File: src/rtl/ika9958_cpu_regwr.sv
// CPU-side write decoder for the IKA9958: turns port 1/2/3 write sequences into
// registered single-cycle register, palette and VRAM-address write strobes.
module ika9958_cpu_regwr (
    input  logic        i_CLK,
    input  logic        i_RST_n,
    input  logic        i_WR,
    input  logic        i_RD,
    input  logic [1:0]  i_PORT,
    input  logic [7:0]  i_DATA,
    output logic        o_REG_WE,
    output logic [5:0]  o_REG_ADDR,
    output logic [7:0]  o_REG_DATA,
    output logic        o_PAL_WE,
    output logic [3:0]  o_PAL_IDX,
    output logic [8:0]  o_PAL_DATA,
    output logic        o_VADDR_WE,
    output logic [13:0] o_VADDR,
    output logic        o_VADDR_RD,
    output logic [7:0]  o_R16,
    output logic [7:0]  o_R17
);

    typedef enum logic {P1_IDLE = 1'b0, P1_WAIT = 1'b1} p1_state_t;
    typedef enum logic {P2_IDLE = 1'b0, P2_WAIT = 1'b1} p2_state_t;

    p1_state_t   r_p1_state, w_p1_next;
    p2_state_t   r_p2_state, w_p2_next;
    logic [7:0]  r_l1, w_l1_next;
    logic [2:0]  r_pal_r, w_pal_r_next;
    logic [2:0]  r_pal_b, w_pal_b_next;
    logic [7:0]  r_r16, w_r16_next;
    logic [7:0]  r_r17, w_r17_next;

    logic        w_reg_we;
    logic [5:0]  w_reg_addr;
    logic [7:0]  w_reg_data;
    logic        w_pal_we;
    logic [3:0]  w_pal_idx;
    logic [8:0]  w_pal_data;
    logic        w_vaddr_we;
    logic [13:0] w_vaddr;
    logic        w_vaddr_rd;

    always_comb begin
        w_p1_next    = r_p1_state;
        w_p2_next    = r_p2_state;
        w_l1_next    = r_l1;
        w_pal_r_next = r_pal_r;
        w_pal_b_next = r_pal_b;
        w_r16_next   = r_r16;
        w_r17_next   = r_r17;
        w_reg_we     = 1'b0;
        w_reg_addr   = o_REG_ADDR;
        w_reg_data   = o_REG_DATA;
        w_pal_we     = 1'b0;
        w_pal_idx    = o_PAL_IDX;
        w_pal_data   = o_PAL_DATA;
        w_vaddr_we   = 1'b0;
        w_vaddr      = o_VADDR;
        w_vaddr_rd   = o_VADDR_RD;

        // A write takes priority over a coincident read.
        if (i_WR) begin
            case (i_PORT)
                2'd1: begin
                    if (r_p1_state == P1_IDLE) begin
                        w_l1_next = i_DATA;
                        w_p1_next = P1_WAIT;
                    end else begin
                        if (i_DATA[7]) begin
                            w_reg_we   = 1'b1;
                            w_reg_addr = i_DATA[5:0];
                            w_reg_data = r_l1;
                        end else begin
                            w_vaddr_we = 1'b1;
                            w_vaddr    = {i_DATA[5:0], r_l1};
                            w_vaddr_rd = ~i_DATA[6];
                        end
                        w_p1_next = P1_IDLE;
                    end
                end
                2'd2: begin
                    if (r_p2_state == P2_IDLE) begin
                        w_pal_r_next = i_DATA[6:4];
                        w_pal_b_next = i_DATA[2:0];
                        w_p2_next    = P2_WAIT;
                    end else begin
                        w_pal_we   = 1'b1;
                        w_pal_idx  = r_r16[3:0];
                        w_pal_data = {r_pal_r, i_DATA[2:0], r_pal_b};
                        w_r16_next = {r_r16[7:4], r_r16[3:0] + 4'd1};
                        w_p2_next  = P2_IDLE;
                    end
                end
                2'd3: begin
                    // Indirect writes can never target R#17 itself.
                    if (r_r17[5:0] != 6'd17) begin
                        w_reg_we   = 1'b1;
                        w_reg_addr = r_r17[5:0];
                        w_reg_data = i_DATA;
                    end
                    if (!r_r17[7]) begin
                        w_r17_next = {r_r17[7:6], r_r17[5:0] + 6'd1};
                    end
                end
                default: ;
            endcase
        end else if (i_RD && (i_PORT == 2'd1)) begin
            w_p1_next = P1_IDLE;
        end

        if (w_reg_we && (w_reg_addr == 6'd16)) begin
            w_r16_next = w_reg_data;
            w_p2_next  = P2_IDLE;
        end
        if (w_reg_we && (w_reg_addr == 6'd17)) begin
            w_r17_next = w_reg_data;
        end
    end

    always_ff @(posedge i_CLK or negedge i_RST_n) begin
        if (!i_RST_n) begin
            r_p1_state <= P1_IDLE;
            r_p2_state <= P2_IDLE;
            r_l1       <= 8'd0;
            r_pal_r    <= 3'd0;
            r_pal_b    <= 3'd0;
            r_r16      <= 8'd0;
            r_r17      <= 8'd0;
            o_REG_WE   <= 1'b0;
            o_REG_ADDR <= 6'd0;
            o_REG_DATA <= 8'd0;
            o_PAL_WE   <= 1'b0;
            o_PAL_IDX  <= 4'd0;
            o_PAL_DATA <= 9'd0;
            o_VADDR_WE <= 1'b0;
            o_VADDR    <= 14'd0;
            o_VADDR_RD <= 1'b0;
        end else begin
            r_p1_state <= w_p1_next;
            r_p2_state <= w_p2_next;
            r_l1       <= w_l1_next;
            r_pal_r    <= w_pal_r_next;
            r_pal_b    <= w_pal_b_next;
            r_r16      <= w_r16_next;
            r_r17      <= w_r17_next;
            o_REG_WE   <= w_reg_we;
            o_REG_ADDR <= w_reg_addr;
            o_REG_DATA <= w_reg_data;
            o_PAL_WE   <= w_pal_we;
            o_PAL_IDX  <= w_pal_idx;
            o_PAL_DATA <= w_pal_data;
            o_VADDR_WE <= w_vaddr_we;
            o_VADDR    <= w_vaddr;
            o_VADDR_RD <= w_vaddr_rd;
        end
    end

    assign o_R16 = r_r16;
    assign o_R17 = r_r17;

endmodule

File: config.mk
export PLATFORM = sky130hd
export DESIGN_NAME = ika9958_cpu_regwr
export DESIGN_NICKNAME = d
export VERILOG_FILES = /design/src/rtl/ika9958_cpu_regwr.sv
export SDC_FILE = /design/constraint.sdc
export NUM_CORES = 1
export LEC_CHECK = 0
export BUFFER_PORTS_ARGS = -buffer_cell sky130_fd_sc_hd__buf_2
export CORE_AREA = 2 2 102 74
export CTS_CLUSTER_SIZE = 25
export DETAILED_ROUTE_END_ITERATION = 8
export DIE_AREA = 0 0 104 76
export MAX_ROUTING_LAYER = met4
export PLACE_DENSITY = 0.74
export SETUP_SLACK_MARGIN = 0.4
export SKIP_CTS_REPAIR_TIMING = 1
export SKIP_LAST_GASP = 1
export SLEW_MARGIN = 15
export SYNTH_ARGS = -nofsm -noshare
export SYNTH_HDL_FRONTEND = slang
export SYNTH_SLANG_ARGS = --single-unit
File: constraint.sdc
create_clock -name i_CLK -period 3 [get_ports i_CLK]
set_input_delay 0.45 -clock i_CLK [delete_from_list [all_inputs] [get_ports i_CLK]]
set_output_delay 0.45 -clock i_CLK [all_outputs]
set_load 0.01 [all_outputs]
==> results list, run 1 <==
- Run status: completed
- The via count of the first global-routing pass came to 2425.
* Number of failing hold endpoints at the final stage: 0
- Min-delay worst type: primary input to async pin
- Traced cell by cell, the critical path runs through ha_1 > and3b_4 > a211o_4 > a221oi_4 > nand4_1 > buf_6 > mux2_4.
* Area of the die: 0.00790 mm^2
- Die span in x: 104 um
* Number of flops mapped to enable cells by yosys: 0
- For this design, the slowest cell found on the critical path is sky130_fd_sc_hd__dfrtp_2.
- The detail route stage leaves a number of antenna-violating nets equal to 0.
- In this run the tool buffered the top-level ports with 74 buffer cells.
* Clock insertion delay at the later pin of the skew report: 0.36 ns
- After detailed routing, the number of vias per cell comes to 5.43.
- Final wirelength: 8260 um
- First-pass GRT wire length: 13000 um
* Synthesized-area fraction occupied by adder cells: 0.0109
* Final setup violating endpoints: 0
* Average wire per cell in the routed design: 16.9 um
* Syn Inst Count: 301
- Slowest stage delay, CP: 0.45 ns
- Multiplexer share of the synthesized area: 0.140
* Max-cap violation count: 0
- Power density of the placed cells: 910 mW/mm^2
* Most numerous cell in the Yosys netlist: sky130_fd_sc_hd__dfrtp_1
* Most used standard cells in the synthesized netlist: sky130_fd_sc_hd__dfrtp_1, sky130_fd_sc_hd__nand2_1, sky130_fd_sc_hd__mux2_2
- Summed over all cells, the static leakage comes to 2.14 nW.
- Pwr Total: 3.87 mW
- Fin cells: 490
* Top post-synthesis cells by area: sky130_fd_sc_hd__dfrtp_1, sky130_fd_sc_hd__mux2_2, sky130_fd_sc_hd__nand2_1
- Cell count after placement: 466
- Largest area contributor in the synthesized netlist: sky130_fd_sc_hd__dfrtp_1
* Dominant combinational cell family by area after synthesis: multiplexers
- Distinct cell type count of the synthesized netlist: 52
- Crit-path max FO: 7
* Initial Util: 0.489
- STA puts the critical path data required time at 3.25 ns.
* Final critical-path required period: 2.60 ns
- Remaining max-slew budget at the tightest pin: 0.367
- Compared with the post-synthesis result, the final layout area differs by 23.6%.
* Netlist area before placement: 0.00344 mm^2
* Core Util, Final: 0.605
* Met3 routed wirelength: 691 um
* Post-detailed-placement cell area: 0.00392 mm^2
- The core region is 0.00703 mm^2.
- In the routed design, unresolved DRC markers number 0.
- Total congestion overflow after global routing: 0
- The initial antenna violation count is 0.
- Setup slack after placement: 0.201 ns
* Synth top area share: 0.561
- Summing over every cut layer, the via total after detailed routing is 2661.
- For this run, the detailed router's first-pass iteration total came to 4.
- Flops & latches, synth: 77
* Simple-gate portion of the synthesized area: 0.139
- Initial drt markers: 264
- Final Net Count: 404
- At the worst endpoint, the arrival time is 2.85 ns.
- STA classifies the critical path startpoint as a flop.
- TritonCTS built the clock tree.
* Nature of the critical path endpoint: flop
- Combined global-route utilization of all metal layers: 0.220
- 75 I/O pins were placed.
* Setup repair after global routing missed its margin: no
- Average cell area after synthesis: 11.4 um^2
- The worst-case IR drop observed on VDD is 0.493 mV.
* Site Rows: 26
- Clock skew on the completed layout was measured at 0.00662 ns.
- Transition time of the tightest slew-check pin: 0.949 ns
* Most used flip-flop cell after synthesis: sky130_fd_sc_hd__dfrtp_1
- The number of nets in the synthesized netlist is 318.
* Top metal layer carrying routed signals: met4
* Clock root buffer: sky130_fd_sc_hd__clkbuf_8
- Detailed routing placed a total of 3550 um of wire on met2.
- Antenna cells: 0
- Counting every sink on the clock net gives 77.
- Of the synthesized area, sequential elements account for 0.561.
* Largest buffer count on any clock path: 2
- Max Clock Freq: 385 MHz
* Fin Setup TNS: 0 ns
- Slack of the critical path: 0.403 ns
- The detailed router put a total of 3940 um of wire on met1.
- Critical path class: flop to flop
- Routability congestion estimate: 0.936
- Of the total synthesized cell area, the portion taken by XOR and XNOR cells is 0.0127.
* Layout fillers: 629
- Once detailed placement completed, the half-perimeter wirelength came to 5660 um.
- H-tree depth: 3
- The number of clock buffers added by TritonCTS is 9.
* Die boundary height: 76 um
- Of the cells placed in the final design, the portion with a size suffix greater than 1 is 0.395.
- Yosys Warn Count: 0
- Dividing the final minimum period by the clock period gives 0.866.
* Clock-pin slew on the worst setup and hold paths: 0.08 ns
- The finished cells cover 0.00425 mm^2.
- Fraction of the mapped netlist area in compound gates: 0.104
- The final max-slew violation count came to 0.
- Worst hold margin: 0.223 ns
- Entering global routing, the biggest net connects 78 pins.
* Async set-or-reset flop fraction in the synthesized netlist: 1.00
## per-layer routing
layer / GRT usage / up-vias
met2: 0.289 / 97
met1: 0.326 / 1338
met4: 0.0568 / 0
met3: 0.0744 / 9
li1: - / 1217
met5: - / -
## logic make-up (layout without fill, tap and decap cells)
logic type | after synthesis | count (layout)
buffers and inverters | 27 | 118
adders and majority gates | 3 | 3
AOI/OAI and AO/OA | 48 | 48
muxes | 41 | 41
xor gates and xnor gates | 5 | 5
and+or+nand+nor | 100 | 100
DFF | 77 | 77
## placed cells by master, fill, tap and decap left out, drive strengths merged, types with 4 or more instances in the layout
cell type  netlist  final
nor2            10     10
o21ai            7      7
a21o             4      4
a22o             4      4
clkbuf           3     10
buf              9     87
nand2           57     57
mux2            35     35
inv             14     14
clkinv           1      4
nand4            4      4
a21oi            9      9
dfrtp           77     77
nor3b            4      4
mux2i            6      6
nand3            7      7
## power by group
part	switching, mW	leakage (nW)	internal (mW)
registers	0.295	0.959	1.43
clock network	0.392	0.112	0.489
logic	0.631	1.06	0.626
## worst paths after layout
| kind | from | end | slack [ns] | cells after the start |
|---|---|---|---|---|
| min | i_RST_n | o_R17[1] | 0.22 | 1 |
| min in group i_CLK | i_DATA[6] | o_VADDR_RD | 0.32 | 2 |
| max | o_R17[0] | o_R17[6] | 0.40 | 7 |
| min reg2reg | r_pal_r[2] | o_PAL_DATA[8] | 0.47 | 2 |
| max reg2reg | o_R17[0] | o_R17[6] | 0.40 | 7 |
| max in group asynchronous | i_RST_n | o_R17[0] | 2.15 | 1 |
## state kept, by name, indices dropped and copies added, names as in the netlist
signal	count
o_PAL_DATA	9
o_PAL_IDX	4
o_PAL_WE	1
o_R16	8
o_R17	8
o_REG_ADDR	6
o_REG_DATA	8
o_REG_WE	1
o_VADDR	14
o_VADDR_RD	1
o_VADDR_WE	1
r_l1	8
r_p1_state	1
r_p2_state	1
r_pal_b	3
r_pal_r	3
## area by class of cell
cell class	count	area [um^2]	share of cell area
Timing Repair Buffer	87	475	0.112
Clock buffer	10	138	0.0324
Tap cell	98	123	0.0289
Sequential cell	77	1930	0.454
Multi-Input combinational cell	197	1440	0.339
Inverter	15	56.3	0.0133
Clock inverter	6	86.3	0.0203
## worst max-delay path: cells and delay by family, from the launching register on
family / cells / cell delay, ns
AO/OA/AOI/OAI: 2 / 0.72
adder cells (fa/ha/maj): 1 / 0.21
buffers and inverters: 1 / 0.26
flip-flops: 1 / 0.45
multiplexers: 1 / 0.29
AND/OR/NAND/NOR: 2 / 0.55
(Power assumes the default switching activity.)
==> run 2, diff against run 1 <==
--- a/config.mk
+++ b/config.mk
@@ -6,4 +6,5 @@
 export NUM_CORES = 1
 export LEC_CHECK = 0
+export ABC_AREA = 0
 export BUFFER_PORTS_ARGS = -buffer_cell sky130_fd_sc_hd__buf_2
 export CORE_AREA = 2 2 102 74
@@ -13,4 +14,5 @@
 export MAX_ROUTING_LAYER = met4
 export PLACE_DENSITY = 0.74
+export RECOVER_POWER = 100
 export SETUP_SLACK_MARGIN = 0.4
 export SKIP_CTS_REPAIR_TIMING = 1
==> constraint.sdc (replaced) <==
create_clock -name i_CLK -period 3 [get_ports i_CLK]
set_input_delay 0.6 -clock i_CLK [delete_from_list [all_inputs] [get_ports i_CLK]]
set_output_delay 0.6 -clock i_CLK [all_outputs]
set_load 0.01 [all_outputs]
==> results list, run 2 (synthesis results as in run 1) <==
- For this design, the sink count on the clock tree is 77.
* Worst hold stages: 2
- The worst setup path is captured at a flop.
* Max rail drop VDD: 0.470 mV
* Max-cap violation count: 1
- For this block, the via count after detailed routing is 2636.
- Entering global routing, the biggest net connects 78 pins.
* Clock root buffer: sky130_fd_sc_hd__clkbuf_8
* Startpoint of the lowest-slack hold path: r_pal_b[0]
* Site Rows: 26
- The congestion estimate from routability-driven global placement came to 0.960.
* Clock insertion delay at the later pin of the skew report: 0.36 ns
- For this run, the number of standard cells in the final layout without fillers is 485.
- Vias in the first global route: 2517
- The final hold violation count is 0.
* Floorplan Core Area: 0.00703 mm^2
* Critical path startpoint: o_R17[0]
- Power spread over the standard cell area amounts to 919 mW/mm^2.
* Initial Util: 0.489
* P_leak: 1.88 nW
- Final Net Count: 399
- In the routed layout, each cell is associated on average with a via count of 5.44.
- Die span in x: 104 um
- The worst path in the final design needs a cycle of 2.68 ns, including I/O delays and setup.
- Final number of max-transition violations: 78
- Core Util, Final: 0.578
- Initial drt markers: 185
* Max Clock Freq: 373 MHz
* H-tree depth: 3
- Cells on worst reg2reg path: 8
- Together, buffers and inverters on the worst path number 1.
- Detailed placement ended at an HPWL of 5760 um.
- Die boundary height: 76 um
- R2R Path End: o_R16[5]
- Of the available clock period, the critical path in the final layout requires 0.893.
* Arrival @ worst endpoint: 2.93 ns
- Ratio of cells with drive above 1 in the final layout: 0.191
* Slowest stage delay, CP: 0.45 ns
- Max FFs per register: 14
- The tightest min-delay check is of the flop to flop type.
- Along the worst path, the maximum fanout reaches 11.
- In the global route stage, overall resource usage came out at 0.224.
* Final wirelength: 8410 um
- Initial antenna violation count: 0
- The run finished, with violations left.
* Top Registers: o_VADDR x14, o_PAL_DATA x9
- Once detail routing completed, the nets flagged for antenna violations numbered 0.
- Fill cells in the final layout number 672.
* Total congestion overflow after global routing: 0
* Cell count after placement: 468
* Number of buffers created by CTS: 9
* Critical R2R Launch: o_R17[0]
* Antenna cells: 0
* Critical path required time: 3.25 ns
- The checks that failed: capacitance limit, slew limit.
- Largest buffer count on any clock path: 2
* Average wire per cell in the routed design: 17.3 um
* Transition time of the tightest slew-check pin: 1.88 ns
- Final setup violating endpoints: 0
- The worst setup path is of the flop to flop kind.
- First-pass GRT wire length: 13300 um
- Length of the first detailed-routing pass in iterations: 4
- Setup repair after global routing missed its margin: no
* Area of the die: 0.00790 mm^2
* Register bank with the most flops: o_VADDR
- CTS tree: built
- Worst hold margin: 0.472 ns
- DRC violations left: 0
* I/O pin cnt: 75
* Clock Skew: 0.00648 ns
- The signal on the critical path passes through ha_1 > and3b_1 > a211o_1 > a221oi_4 > nand3_2 > nor3_4 > buf_6 > mux2_4.
- The slowest stage of the critical path is the sky130_fd_sc_hd__dfrtp_1 cell.
- The library cell used most frequently in the layout, excluding fill and tap cells, is sky130_fd_sc_hd__dfrtp_1.
- Among cell families on the critical path, the largest total delay comes from compound AO/OA/AOI/OAI gates.
* Clock-pin slew on the worst setup and hold paths: 0.08 ns
- Headroom to the max-slew limit came out at -0.253.
- Area growth from synthesis to layout: 18.2%
* Hold EP: o_PAL_DATA[0]
- Summed over all failing endpoints, the final setup total negative slack is 0 ns.
* Worst Setup Start Kind: flop
- Port bufs: 74
* Reg-to-reg slack, setup: 0.32 ns
- Top library cells by usage in the layout, fill and taps aside: sky130_fd_sc_hd__dfrtp_1, sky130_fd_sc_hd__clkbuf_1, sky130_fd_sc_hd__nand2_1, sky130_fd_sc_hd__mux2_2
-- run 2: changes by cell type in the layout (fill, tap and decap cells not counted), sizes merged --
| cell | change |
|---|---|
| buf | -71 |
| clkbuf | +65 |
| clkinv | +1 |
| inv | +1 |
| clkinvlp | -1 |
-- run 2: how the worst max path moves through the flow --
stage | to | slack, ns | cells past startpoint
after global placement | o_R16[7] | 0.29 | 8
after floorplan | o_R16[1] | 0.51 | 6
after global routing | o_R16[4] | 0.22 | 8
after detailed placement | o_R17[1] | 0.20 | 8
final | o_R16[5] | 0.32 | 8
after CTS | o_R16[7] | 0.36 | 8
-- run 2: worst min-delay path: stages (launching register included) --
cell and delay (ns):
sky130_fd_sc_hd__dfrtp_1 0.35, sky130_fd_sc_hd__nand2_1 0.05, sky130_fd_sc_hd__nand2_1 0.05
-- run 2: report_power, final --
group	leakage, nW	switching, mW	total [mW]	internal [mW]
clock	0.115	0.406	0.880	0.474
combinational	0.808	0.630	1.13	0.498
sequential	0.961	0.298	1.73	1.43
-- run 2: final cells by class --
class | count | area [um^2] | share of cell area
Inverter | 15 | 56.3 | 0.0139
Clock inverter | 7 | 98.8 | 0.0243
Tap cell | 98 | 123 | 0.0302
Timing Repair Buffer | 82 | 338 | 0.0832
Sequential cell | 77 | 1930 | 0.474
Multi-Input combinational cell | 197 | 1400 | 0.344
Clock buffer | 9 | 124 | 0.0305
-- run 2: through the flow --
| step | area, um^2 | worst slack, ns | power [mW] |
|---|---|---|---|
| floorplan | 3440 | 0.514 | 2.41 |
| global placement | 3930 | 0.288 | 2.91 |
| global route | 4060 | 0.220 | 3.97 |
| CTS | 4150 | 0.355 | 3.84 |
| detailed placement | 3930 | 0.198 | 2.95 |
| finish | 4060 | 0.321 | 3.74 |
-- run 2: layer usage --
metal,vias up,wire (um),GRT usage
met2,96,3650,0.312
met1,1311,4000,0.321
met3,12,633,0.0599
met4,0,121,0.0730
li1,1217,-,-
met5,-,0,-
